File: src/rtl/cmp_pkg.sv
// Shared types and configuration check for the sequential magnitude comparator.
package cmp_pkg;

  typedef enum logic [1:0] {
    IDLE = 2'd0,
    RUN  = 2'd1,
    DONE = 2'd2
  } cmp_state_t;

  typedef struct packed {
    logic gt;
    logic lt;
    logic eq;
  } cmp_res_t;

  // Legal when the operand splits into whole chunks of at least one bit.
  function automatic bit cfg_ok(input int width, input int chunk);
    return (width >= 2) && (chunk >= 1) && (chunk <= width) && ((width % chunk) == 0);
  endfunction

endpackage

File: src/rtl/cmp_chunk.sv
// Combinational unsigned compare of one CHUNK-bit slice.
module cmp_chunk
  import cmp_pkg::*;
#(
  parameter int CHUNK = 4
) (
  input  logic [CHUNK-1:0] a,
  input  logic [CHUNK-1:0] b,
  output cmp_res_t         res
);

  assign res.gt = (a > b);
  assign res.lt = (a < b);
  assign res.eq = (a == b);

endmodule

File: src/rtl/cmp_seq_nbit.sv
// Multi-cycle MSB-first magnitude comparator with early exit and valid/ready result.
module cmp_seq_nbit
  import cmp_pkg::*;
#(
  parameter int WIDTH = 16,
  parameter int CHUNK = 4
) (
  input  logic                              clk,
  input  logic                              rst_n,
  input  logic                              in_valid,
  output logic                              in_ready,
  input  logic [WIDTH-1:0]                  a,
  input  logic [WIDTH-1:0]                  b,
  input  logic                              signed_mode,
  output logic                              out_valid,
  input  logic                              out_ready,
  output logic                              gt,
  output logic                              lt,
  output logic                              eq,
  output logic [$clog2(WIDTH/CHUNK+1)-1:0]  cycles
);

  localparam int NCHUNK = WIDTH / CHUNK;
  localparam int CW     = $clog2(NCHUNK + 1);
  localparam int IW     = (NCHUNK > 1) ? $clog2(NCHUNK) : 1;

  if (!cfg_ok(WIDTH, CHUNK)) begin : g_bad_cfg
    $error("cmp_seq_nbit: WIDTH must be >= 2 and a multiple of CHUNK");
  end

  cmp_state_t       state;
  logic [WIDTH-1:0] a_r, b_r;
  logic [IW-1:0]    idx;
  logic [CW-1:0]    cnt;
  logic [CW-1:0]    cycles_r;
  cmp_res_t         res_r;
  logic             out_valid_r;
  logic [CHUNK-1:0] ca, cb;
  cmp_res_t         cr;

  if (NCHUNK == 1) begin : g_one
    assign ca = a_r;
    assign cb = b_r;
  end else begin : g_mux
    logic [NCHUNK-1:0][CHUNK-1:0] ach, bch;
    assign ach = a_r;
    assign bch = b_r;
    assign ca  = ach[idx];
    assign cb  = bch[idx];
  end

  cmp_chunk #(.CHUNK(CHUNK)) u_chunk (
    .a   (ca),
    .b   (cb),
    .res (cr)
  );

  always_ff @(posedge clk or negedge rst_n) begin
    if (!rst_n) begin
      state       <= IDLE;
      a_r         <= '0;
      b_r         <= '0;
      idx         <= '0;
      cnt         <= '0;
      cycles_r    <= '0;
      res_r       <= '0;
      out_valid_r <= 1'b0;
    end else begin
      case (state)
        IDLE: if (in_valid) begin
          // Flipping the sign bit maps two's-complement order onto unsigned order.
          a_r   <= signed_mode ? {~a[WIDTH-1], a[WIDTH-2:0]} : a;
          b_r   <= signed_mode ? {~b[WIDTH-1], b[WIDTH-2:0]} : b;
          idx   <= IW'(NCHUNK - 1);
          cnt   <= '0;
          state <= RUN;
        end
        RUN: begin
          cnt <= cnt + 1'b1;
          if (!cr.eq) begin
            res_r    <= cr;
            cycles_r <= cnt + 1'b1;
            state    <= DONE;
          end else if (idx == '0) begin
            res_r    <= '{gt: 1'b0, lt: 1'b0, eq: 1'b1};
            cycles_r <= CW'(NCHUNK);
            state    <= DONE;
          end else begin
            idx <= idx - 1'b1;
          end
        end
        DONE: begin
          // Result registers settle on DONE entry; valid follows one edge later.
          if (!out_valid_r) begin
            out_valid_r <= 1'b1;
          end else if (out_ready) begin
            out_valid_r <= 1'b0;
            res_r       <= '0;
            cycles_r    <= '0;
            state       <= IDLE;
          end
        end
        default: state <= IDLE;
      endcase
    end
  end

  assign in_ready  = (state == IDLE);
  assign out_valid = out_valid_r;
  assign gt        = res_r.gt;
  assign lt        = res_r.lt;
  assign eq        = res_r.eq;
  assign cycles    = cycles_r;

endmodule
File: config.mk
export PLATFORM = sky130hd
export DESIGN_NAME = cmp_seq_nbit
export DESIGN_NICKNAME = d
export VERILOG_FILES = /design/src/rtl/cmp_pkg.sv /design/src/rtl/cmp_chunk.sv /design/src/rtl/cmp_seq_nbit.sv
export SDC_FILE = /design/constraint.sdc
export NUM_CORES = 1
export LEC_CHECK = 0
export ABC_AREA = 1
export ABC_CLOCK_PERIOD_IN_PS = 2700
export CORE_ASPECT_RATIO = 0.75
export CORE_MARGIN = 2
export CORE_UTILIZATION = 45
export CTS_BUF_LIST = sky130_fd_sc_hd__clkbuf_4 sky130_fd_sc_hd__clkbuf_8 sky130_fd_sc_hd__clkbuf_16
export DETAILED_ROUTE_END_ITERATION = 7
export PLACE_DENSITY = 0.81
export SETUP_SLACK_MARGIN = 0.1
export SLEW_MARGIN = 20
export SYNTH_ARGS = -nofsm -noshare
export SYNTH_HDL_FRONTEND = slang
export SYNTH_SLANG_ARGS = --single-unit
File: constraint.sdc
create_clock -name clk -period 2.7 [get_ports clk]
set_input_delay 0.675 -clock clk [delete_from_list [all_inputs] [get_ports clk]]
set_output_delay 0.675 -clock clk [all_outputs]
set_load 0.02 [all_outputs]
---- Yosys cells after proc, flatten, opt, wreduce, memory -nomap -nowiden ----
Cells that the tools add are included.
operators by class
  reduce and logical (&&, ||, !) cells .... 9
  equality and inequality tests ........... 9
  bitwise operators ....................... 2
  muxes and demuxes ....................... 28
  add/sub/neg operators ................... 2
  $lt $le $gt $ge ......................... 3
operators by type and width
  operator                                                                       number
  16-bit two-way mux                                                             2
  3-bit two-way mux                                                              7
  3-bit case mux with 2 select lines                                             3
  4-bit binary-select mux with 2-bit select                                      2
  2-bit two-way mux                                                              8
  4-bit AND reduction                                                            3
  2-bit != test (second input constant)                                          5
  4-bit two-way mux                                                              2
  2-bit case mux with 3 select lines                                             1
  4-bit equality test                                                            1
  4-bit > comparator                                                             1
  2-bit zero test                                                                2
  4-bit less-than comparator                                                     1
  2-bit case mux with 2 select lines                                             1
  2-bit AND reduction                                                            2
  2-bit nonzero test                                                             2
  3-bit by 1-bit adder with 3-bit output (second input constant)                 1
  2-bit by 3-bit less-than comparator with 1-bit output (second input constant)  1
  3-bit != test (second input constant)                                          1
  2-bit by 1-bit equality test with 1-bit output (second input constant)         1
  2-bit equality test (second input constant)                                    1
  1-bit two-way mux                                                              2
  1-bit inverter                                                                 2
  2-bit by 1-bit subtractor with 2-bit output (second input constant)            1
word-level totals
  output and inout bits ................... 8
  input bits .............................. 37
  bits in registers ....................... 46

---- Depth between registers and ports, before layout ----
Gate-level depths: netlist of the first run.
  word-level depth ........................ 5
  gate-level depth with buffers ........... 14
  gate-level depth less buffers ........... 12

---- By module ----
Synthesis of the first run repeated with hierarchy kept, for this count alone.
second synthesis, totals
  cells, all modules ...................... 281
  area total of the unflattened synthesis .. 2232.1 um2
modules (own cells, without submodules)
  module        times used  cells an instance  area an instance (um2)
  cmp_seq_nbit  1           261                2117.0
  cmp_chunk     1           20                 115.1

---- Worst setup path before layout of the first run ----
Ideal clock, no wire load.
  path type ............................... reg-to-reg
  start point ............................. register idx[0]
  end point ............................... register cycles_r[2] (netlist: cycles[2])
  data required time ...................... 2.583 ns
  path slack .............................. 0.822 ns
  setup time .............................. 0.117 ns
  arrival time ............................ 1.761 ns
  cell stages (with the launch flop) ...... 13
  buffers on the path ..................... 2
  path through ............................ dfrtp_1 > buf_2 > buf_2 > o21ai_0 > o22ai_1 > ha_1 > nand2_1 > nor2_2 > nand2_1 > nand2_4 > nand2_4 > nand2_1 > nand2_1
between the ends
  longest elaborated chain between the ends .. 5
  elaborated cells between the ends (all ways) .. 10
  classes of those cells .................. 2 x eq/ne; 6 x mux; 2 x reduce/logical
ends and longest elaborated chain
  what                                                                                        RTL line                                text
  start: declaration                                                                          cmp_seq_nbit.sv:33                      logic [IW-1:0] idx;
  start signal: assignment                                                                    cmp_seq_nbit.sv:74                      idx <= IW'(NCHUNK - 1);
  start signal: assignment                                                                    cmp_seq_nbit.sv:89                      idx <= idx - 1'b1;
  4-bit binary-select mux with 2-bit select, on equally long branches                         cmp_seq_nbit.sv:48, cmp_seq_nbit.sv:49
  4-bit two-way mux, on equally long branches                                                 cmp_seq_nbit.sv:48, cmp_seq_nbit.sv:49
  4-bit equality test                                                                         cmp_chunk.sv:14                         assign res.eq = (a == b);
  3-bit != test (no source line) or 3-bit two-way mux (tied branches)                         n/a
  4-bit AND reduction (no source line) or 3-bit case mux with 2 select lines (tied branches)  n/a
  end signal: assignment                                                                      cmp_seq_nbit.sv:82                      cycles_r <= cnt + 1'b1;
  end signal: assignment                                                                      cmp_seq_nbit.sv:86                      cycles_r <= CW'(NCHUNK);
  end: declaration                                                                            cmp_seq_nbit.sv:35                      logic [CW-1:0] cycles_r;
Parallel ways exist; a longest one is shown, timed or not. The select of a mux whose other input is x is not followed.
A chain may end at the register's enable or synchronous reset.

---- Worst setup path in the final report of the first run ----
  start point ............................. register idx[0]
  end point ............................... register res_r, in the netlist lt
between the ends
  longest elaborated chain between the ends .. 5
  elaborated cells between the ends (all ways) .. 11
  classes of those cells .................. 1 x order compare; 2 x eq/ne; 6 x mux; 2 x reduce/logical
ends and longest elaborated chain
  what                                                                       RTL line                                text
  4-bit binary-select mux with 2-bit select, on equally long branches        cmp_seq_nbit.sv:48, cmp_seq_nbit.sv:49
  4-bit two-way mux, on equally long branches                                cmp_seq_nbit.sv:48, cmp_seq_nbit.sv:49
  4-bit less-than comparator or 4-bit equality test (tied branches)          cmp_chunk.sv:13, cmp_chunk.sv:14
  3-bit two-way mux or 3-bit != test (tied branches)                         n/a
  3-bit case mux with 2 select lines or 4-bit AND reduction (tied branches)  n/a
  end signal: assignment                                                     cmp_seq_nbit.sv:81                      res_r <= cr;
  end signal: assignment                                                     cmp_seq_nbit.sv:85                      res_r <= '{gt: 1'b0, lt: 1'b0, eq: 1'b1};
  end: declaration                                                           cmp_seq_nbit.sv:36                      cmp_res_t res_r;
Parallel ways exist; a longest one is shown, timed or not. The select of a mux whose other input is x is not followed.

==> summary.txt, run 1 <==
Job
  – Max-cap viol count: 0

Clock tree
  – # Post-CTS Setup Buffers: 0
  – Clock Latency Late Sink: 0.30 ns
  – H-Tree Depth: 2
  – Hold Buf Count CTS: 0
  – CTS sink cnt: 46
  – TritonCTS Buffers: 5
  – Worst-case clock buffer depth: 2
  – Post-cts gate resize count: 0
  – Clock edge transition at the registers on the reported setup and hold paths: 0.08 ns
  – Root Buffer: clkbuf_8
  – TritonCTS clock tree: yes

Synth
  – Simple-gate area share of the yosys netlist: 30.5%
  – Post-synthesis cell type count: 26
  – Post-Synth XOR/XNOR Area: 1.16%
  – Gate Count Post-Synth: 271
  – Compound-Gate Fraction of Synth Area: 8.59%
  – Sequential-to-total area share from yosys stat: 51.0%
  – Syn Area/Cell: 8.33 µm²
  – Flops & latches, synth: 46
  – Synthesized-area fraction occupied by adder cells: 3.32%
  – Largest family of logic cells by synthesized area: simple AND/OR/NAND/NOR gates
  – Synthesized Nets: 314
  – Synthesized area: 0.00226 mm²
  – Post-synthesis mux area share: 0%
  – Synth Warn #: 0

Floorplanning
  – Starting Density: 46.4%
  – Die area: 0.00561 mm²
  – # rows: 22
  – I/O pin count: 45
  – DIE WIDTH: 85.8 µm
  – Core Footprint: 0.00487 mm²
  – Die Y-Extent: 65.4 µm

Worst setup path
  – Crit path kind: reg2reg
  – Setup crit end kind: flop
  – CP Max Fanout: 18
  – Startpoint Class: flop
  – Worst Path Required: 2.90 ns
  – WP data arrival: 2.52 ns

Placed design
  – I/O Buffers: 44
  – Final HPWL DP: 3410 µm
  – Placer congestion estimate: 0.808
  – Post-place instance area: 0.00271 mm²

Routing
  – Via count: 1831
  – Antenna viol nets, final: 0
  – Initial drt markers: 122
  – DRC violations left: 4
  – Per-cell routed wire length: 12.2 µm
  – First drt pass iteration count: 6
  – WL final: 4580 µm
  – Via-to-Cell Ratio: 4.87

Finish
  – Nets@finish: 358
  – Area Overhead vs Synth: 24.2%
  – Share of layout cells above drive strength 1: 8.54%
  – Design area: 0.00281 mm²
  – N_diodes: 0

Timing
  – Fin. max-slew vios: 0
  – Minimum clock period: 2.32 ns
  – Max Clock Skew: 0.00992 ns
  – Period utilisation layout: 85.9%
  – Hold violation count in the final report: 0
  – Slew HR: 67.6%
  – Setup TNS: 0 ns
  – RSZ-0062 raised after global routing: false
  – Highest Clock Rate: 431 MHz
  – Final setup fails: 0
  – Worst-Margin Slew: 0.486 ns

Pwr
  – Peak VDD IR: 0.423 mV
  – Pwr/cell area: 1150 mW/mm²
  – LEAKAGE: 1.39 nW

Global routing
  – Tot GR Track Use: 18.2%
  – Largest net degree at the start of global routing: 37
  – Vias in the first global route: 1807
  – Total grt overflow: 0
  – Global-route wire length before repair: 7910 µm
  – Initial antenna violation count: 0

Status
  – Status: finished with violations
  – Violations in the final reports: design-rule violations

Hold path
  – Hold crit path type: in2async
## placed cells by master, fill, tap and decap left out, drive strengths merged
cell type	instances
dfrtp	46
clkdlybuf4s50	43
clkbuf	7
nand2	129
ha	6
inv	10
buf	3
o21ai	23
nor2	24
a21oi	3
o22a	4
nand3	8
o22ai	4
clkinv	3
xnor2	3
## cells by family after synthesis
logic type                 count (synthesis)
buffers and inverters                     21
adders and majority gates                  6
DFF                                       46
xor gates and xnor gates                   3
and+or+nand+nor                          161
AOI/OAI and AO/OA                         34
## critical path, cell delays in order, from the launching register on
cell     delay [ns]
dfrtp_1        0.65
inv_2          0.23
o21ai_1        0.18
o22ai_1        0.11
ha_1           0.32
nand2_1        0.10
nor2_2         0.18
nand2_1        0.11
nand2_4        0.12
nand2_4        0.08
nand2_1        0.08
nand2_1        0.05
## final cells by class
cell class	instances	area, µm²
Clock inverter	1	5.00
Clock buffer	7	90.1
Sequential cell	46	1150
Tap cell	60	75.1
Inverter	12	48.8
Fill cell	443	2070
Multi-Input combinational cell	204	985
Timing Repair Buffer	46	450
## path summary, 6_finish.rpt
check / to / depth (start not counted) / slack [ns] / startpoint
max in group asynchronous: b_r[2]$_DFFE_PN0P_ / 2 / 2.11 / rst_n
worst max-delay path: lt$_DFFE_PN0P_ / 11 / 0.38 / idx[0]$_DFFE_PN0P_
worst min register to register: b_r[4]$_DFFE_PN0P_ / 2 / 0.48 / b_r[4]$_DFFE_PN0P_
min in group clk: b_r[4]$_DFFE_PN0P_ / 2 / 0.48 / b_r[4]$_DFFE_PN0P_
worst max register to register: lt$_DFFE_PN0P_ / 11 / 0.38 / idx[0]$_DFFE_PN0P_
worst min-delay path: cnt[2]$_DFFE_PN0P_ / 2 / 0.34 / rst_n
## Yosys cell counts
master / number / area share, %
xnor2_1: 3 / 1.2
dfrtp_1: 46 / 51
o21ai_2: 1 / 0.39
nand2_4: 4 / 2.0
o21ai_0: 21 / 4.7
buf_6: 3 / 1.5
inv_1: 7 / 1.2
nand3_1: 6 / 1.3
inv_4: 1 / 0.28
nor2_2: 1 / 0.28
nor2_4: 3 / 1.5
clkinv_2: 1 / 0.22
a21oi_1: 3 / 0.66
nand3_2: 1 / 0.44
nor2_1: 20 / 3.3
buf_4: 4 / 1.3
nand3_4: 1 / 0.78
clkinv_1: 1 / 0.17
o21ai_1: 1 / 0.22
inv_2: 2 / 0.33
buf_2: 2 / 0.44
o22ai_1: 4 / 1.1
ha_1: 6 / 3.3
nand2_2: 1 / 0.28
o22a_1: 4 / 1.6
nand2_1: 124 / 21
## through the flow
step                      util, %  setup WS [ns]  hold WS, ns  std cells  power, mW
after global placement       55.6          0.563        0.462        368       2.71
after floorplan                 -          0.822        0.379        271       2.38
final                        57.6          0.380        0.339        376       3.23
after CTS                    57.6          0.381        0.343        376       3.24
after global routing         57.6          0.148        0.361        376       3.52
after detailed placement     55.6          0.411        0.460        368       2.79
## routing by layer
metal	part of all wire [%]	vias to the layer above	global-route usage (%)
met5	0	-	0
met4	1.4	0	8.33
met3	4.1	5	3.64
met2	46	39	29.7
met1	49	843	23.5
li1	-	944	-
## flip-flops by register name, indices dropped and copies added (netlist names)
register	flops
lt	1
out_valid	1
b_r	16
a_r	16
cnt	3
gt	1
eq	1
idx	2
state	2
cycles	3
## power breakdown
part / total (mW) / internal [mW] / switching [mW]
clock: 0.441 / 0.217 / 0.224
sequential: 1.24 / 1.00 / 0.239
combinational: 1.55 / 0.617 / 0.929
total: 3.23 / 1.84 / 1.39
Note: power is estimated with default switching activity, not from simulation.
==> inputs of run 2 (changes only) <==
--- a/config.mk
+++ b/config.mk
@@ -6,9 +6,8 @@
 export NUM_CORES = 1
 export LEC_CHECK = 0
 export ABC_AREA = 1
-export ABC_CLOCK_PERIOD_IN_PS = 2700
+export ABC_CLOCK_PERIOD_IN_PS = 2800
 export CORE_ASPECT_RATIO = 0.75
-export CORE_MARGIN = 2
 export CORE_UTILIZATION = 45
 export CTS_BUF_LIST = sky130_fd_sc_hd__clkbuf_4 sky130_fd_sc_hd__clkbuf_8 sky130_fd_sc_hd__clkbuf_16
 export DETAILED_ROUTE_END_ITERATION = 7
==> constraint.sdc (replaced) <==
create_clock -name clk -period 2.8 [get_ports clk]
set_input_delay 0.7 -clock clk [delete_from_list [all_inputs] [get_ports clk]]
set_output_delay 0.7 -clock clk [all_outputs]
set_load 0.02 [all_outputs]
==> run 2 against run 1 <==
The flow still finishes with violations (design-rule violations). Global-route usage up 1.4 points. Clock skew fell by 0.0026 ns. First-iteration DRC count decreased by 14%. Worst hold slack improved by 0.019 ns. Combinational power down 5%. Core utilization rose by 2.5 points. Critical path depth stayed put. Cell count is 1.1% lower. Sequential cell count unchanged. Clock-buffer cell count decreased by 1. Critical endpoint unchanged.
==> summary.txt, run 2 (synthesis gave the netlist of run 1 again) <==
Worst setup path
  – Worst path bufs/invs: 1
  – CP most frequent cell: nand2_1
  – R2r startpoint: idx[0]$_DFFE_PN0P_
  – CP Max Fanout: 18
  – CP top delay family: simple AND/OR/NAND/NOR gates
  – Setup crit end kind: flop
  – Worst path cell trace: inv_2 -> o21ai_0 -> o22ai_1 -> ha_1 -> nand2_1 -> nor2_2 -> nand2_1 -> nand2_4 -> nand2_4 -> nand2_1 -> nand2_1
  – CP Launch Point: idx[0]$_DFFE_PN0P_
  – Worst Path Required: 2.99 ns
  – Slowest cell on the critical path: dfrtp_1
  – Startpoint Class: flop
  – Worst stage delay on the critical path: 0.67 ns
  – Crit path kind: reg2reg
  – WP data arrival: 2.52 ns

Timing
  – Slew HR: 66.2%
  – Hold Slack: 0.358 ns
  – Final setup fails: 0
  – Highest Clock Rate: 428 MHz
  – Hold violation count in the final report: 0
  – Setup TNS: 0 ns
  – Worst-Margin Slew: 0.507 ns
  – Max Clock Skew: 0.00731 ns
  – Minimum clock period: 2.33 ns
  – Fin. max-slew vios: 0
  – Period utilisation layout: 83.4%
  – RSZ-0062 raised after global routing: false

Floorplanning
  – Die area: 0.00531 mm²
  – # rows: 21
  – I/O pin count: 45
  – Core Footprint: 0.00465 mm²
  – Starting Density: 48.6%
  – Die Y-Extent: 63.4 µm
  – DIE WIDTH: 83.8 µm

Placed design
  – DP Cell Count: 364
  – I/O Buffers: 44
  – Placer congestion estimate: 0.775
  – Final HPWL DP: 3400 µm

Clock tree
  – Clock Latency Late Sink: 0.30 ns
  – Post-cts gate resize count: 0
  – TritonCTS clock tree: yes
  – Worst-case clock buffer depth: 2
  – Hold Buf Count CTS: 0
  – CTS sink cnt: 46
  – TritonCTS Buffers: 5
  – Clock edge transition at the registers on the reported setup and hold paths: 0.09 ns
  – # Post-CTS Setup Buffers: 0
  – Root Buffer: clkbuf_8
  – H-Tree Depth: 2

Pwr
  – Sequential fraction of design power: 38.7%
  – Psw: 1.33 mW
  – Peak VDD IR: 0.374 mV
  – LEAKAGE: 1.38 nW
  – Pwr/cell area: 1100 mW/mm²
  – Switching share of power: 43.3%
  – Pwr Total: 3.08 mW
  – Clk pwr share: 13.7%
  – Comb power frac: 47.5%
  – Pint: 1.75 mW

Routing
  – DRC violations left: 3
  – Antenna viol nets, final: 0
  – First drt pass iteration count: 6
  – Via count: 1863
  – Via-to-Cell Ratio: 5.01
  – Initial drt markers: 105
  – Per-cell routed wire length: 12.8 µm
  – WL final: 4770 µm

Finish
  – Reg area: 0.00115 mm²
  – Share of layout cells above drive strength 1: 8.25%
  – # fillers: 409
  – Nets@finish: 357
  – Fin cells: 372
  – Top Registers: a_r (16), b_r (16)
  – Leading cell types in the layout, fill and taps excluded: nand2_1 (124), dfrtp_1 (46), clkdlybuf4s50_1 (43)
  – Area of the multi-input gates: 985 µm²
  – N_diodes: 0
  – Area Overhead vs Synth: 23.7%
  – Commonest non-fill, non-tap cell in the layout: nand2_1

Global routing
  – Tot GR Track Use: 19.6%
  – Global-route wire length before repair: 8310 µm
  – Vias in the first global route: 1865
  – Total grt overflow: 0
  – Largest net degree at the start of global routing: 37
  – Initial antenna violation count: 0

Status
  – Status: finished with violations
  – Violations in the final reports: design-rule violations

Job
  – Max-cap viol count: 0

Hold path
  – Hold crit path type: in2async
==> run 2: cell count changes in the layout (fill, tap and decap cells not counted) <==
cell and delta:
clkinvlp_4 +1, buf_4 -1, clkbuf_4 -1
==> run 2: area by class of cell <==
type	count	share of cell area [%]
multi-input combinational	204	35.2
sequential	46	41.2
inverter	12	1.75
tap	57	2.55
clock inverter	2	0.448
timing repair buffer	45	15.9
clock buffer	6	2.96
==> run 2: per-stage QoR <==
stage	util [%]	setup WS (ns)	instance area, µm²
after floorplan	-	0.922	2260
final	60.1	0.466	2790
after detailed placement	58.0	0.509	2700
after global routing	60.1	0.210	2790
after global placement	58.0	0.523	2700
after CTS	60.1	0.481	2790
==> run 2: final timing paths <==
check	to	slack, ns	cells after the start
max in group asynchronous	a_r[10]$_DFFE_PN0P_	1.73	2
hold reg to reg	b_r[8]$_DFFE_PN0P_	0.49	2
min in group clk	b_r[8]$_DFFE_PN0P_	0.49	2
setup / recovery	lt$_DFFE_PN0P_	0.47	11
setup reg to reg	lt$_DFFE_PN0P_	0.47	11
hold / removal	b_r[1]$_DFFE_PN0P_	0.36	1
==> run 2: metal layers <==
layer,track usage [%],share of wire [%]
met3,4.06,5.3
met2,29.9,44
met1,28.7,50
met4,4.53,0.84
met5,0,0
==> run 2: power by group through the flow <==
| stage | Clock (mW) | Sequential [mW] | Combinational [mW] |
|---|---|---|---|
| 3_5_place_dp | 0 | 1.20 | 1.48 |
| 4_1_cts | 0.429 | 1.19 | 1.48 |
| 5_1_grt | 0.462 | 1.23 | 1.70 |
| 6_report | 0.424 | 1.19 | 1.47 |
| 2_1_floorplan | 0 | 1.16 | 1.13 |
| 3_3_place_gp | 0 | 1.19 | 1.43 |
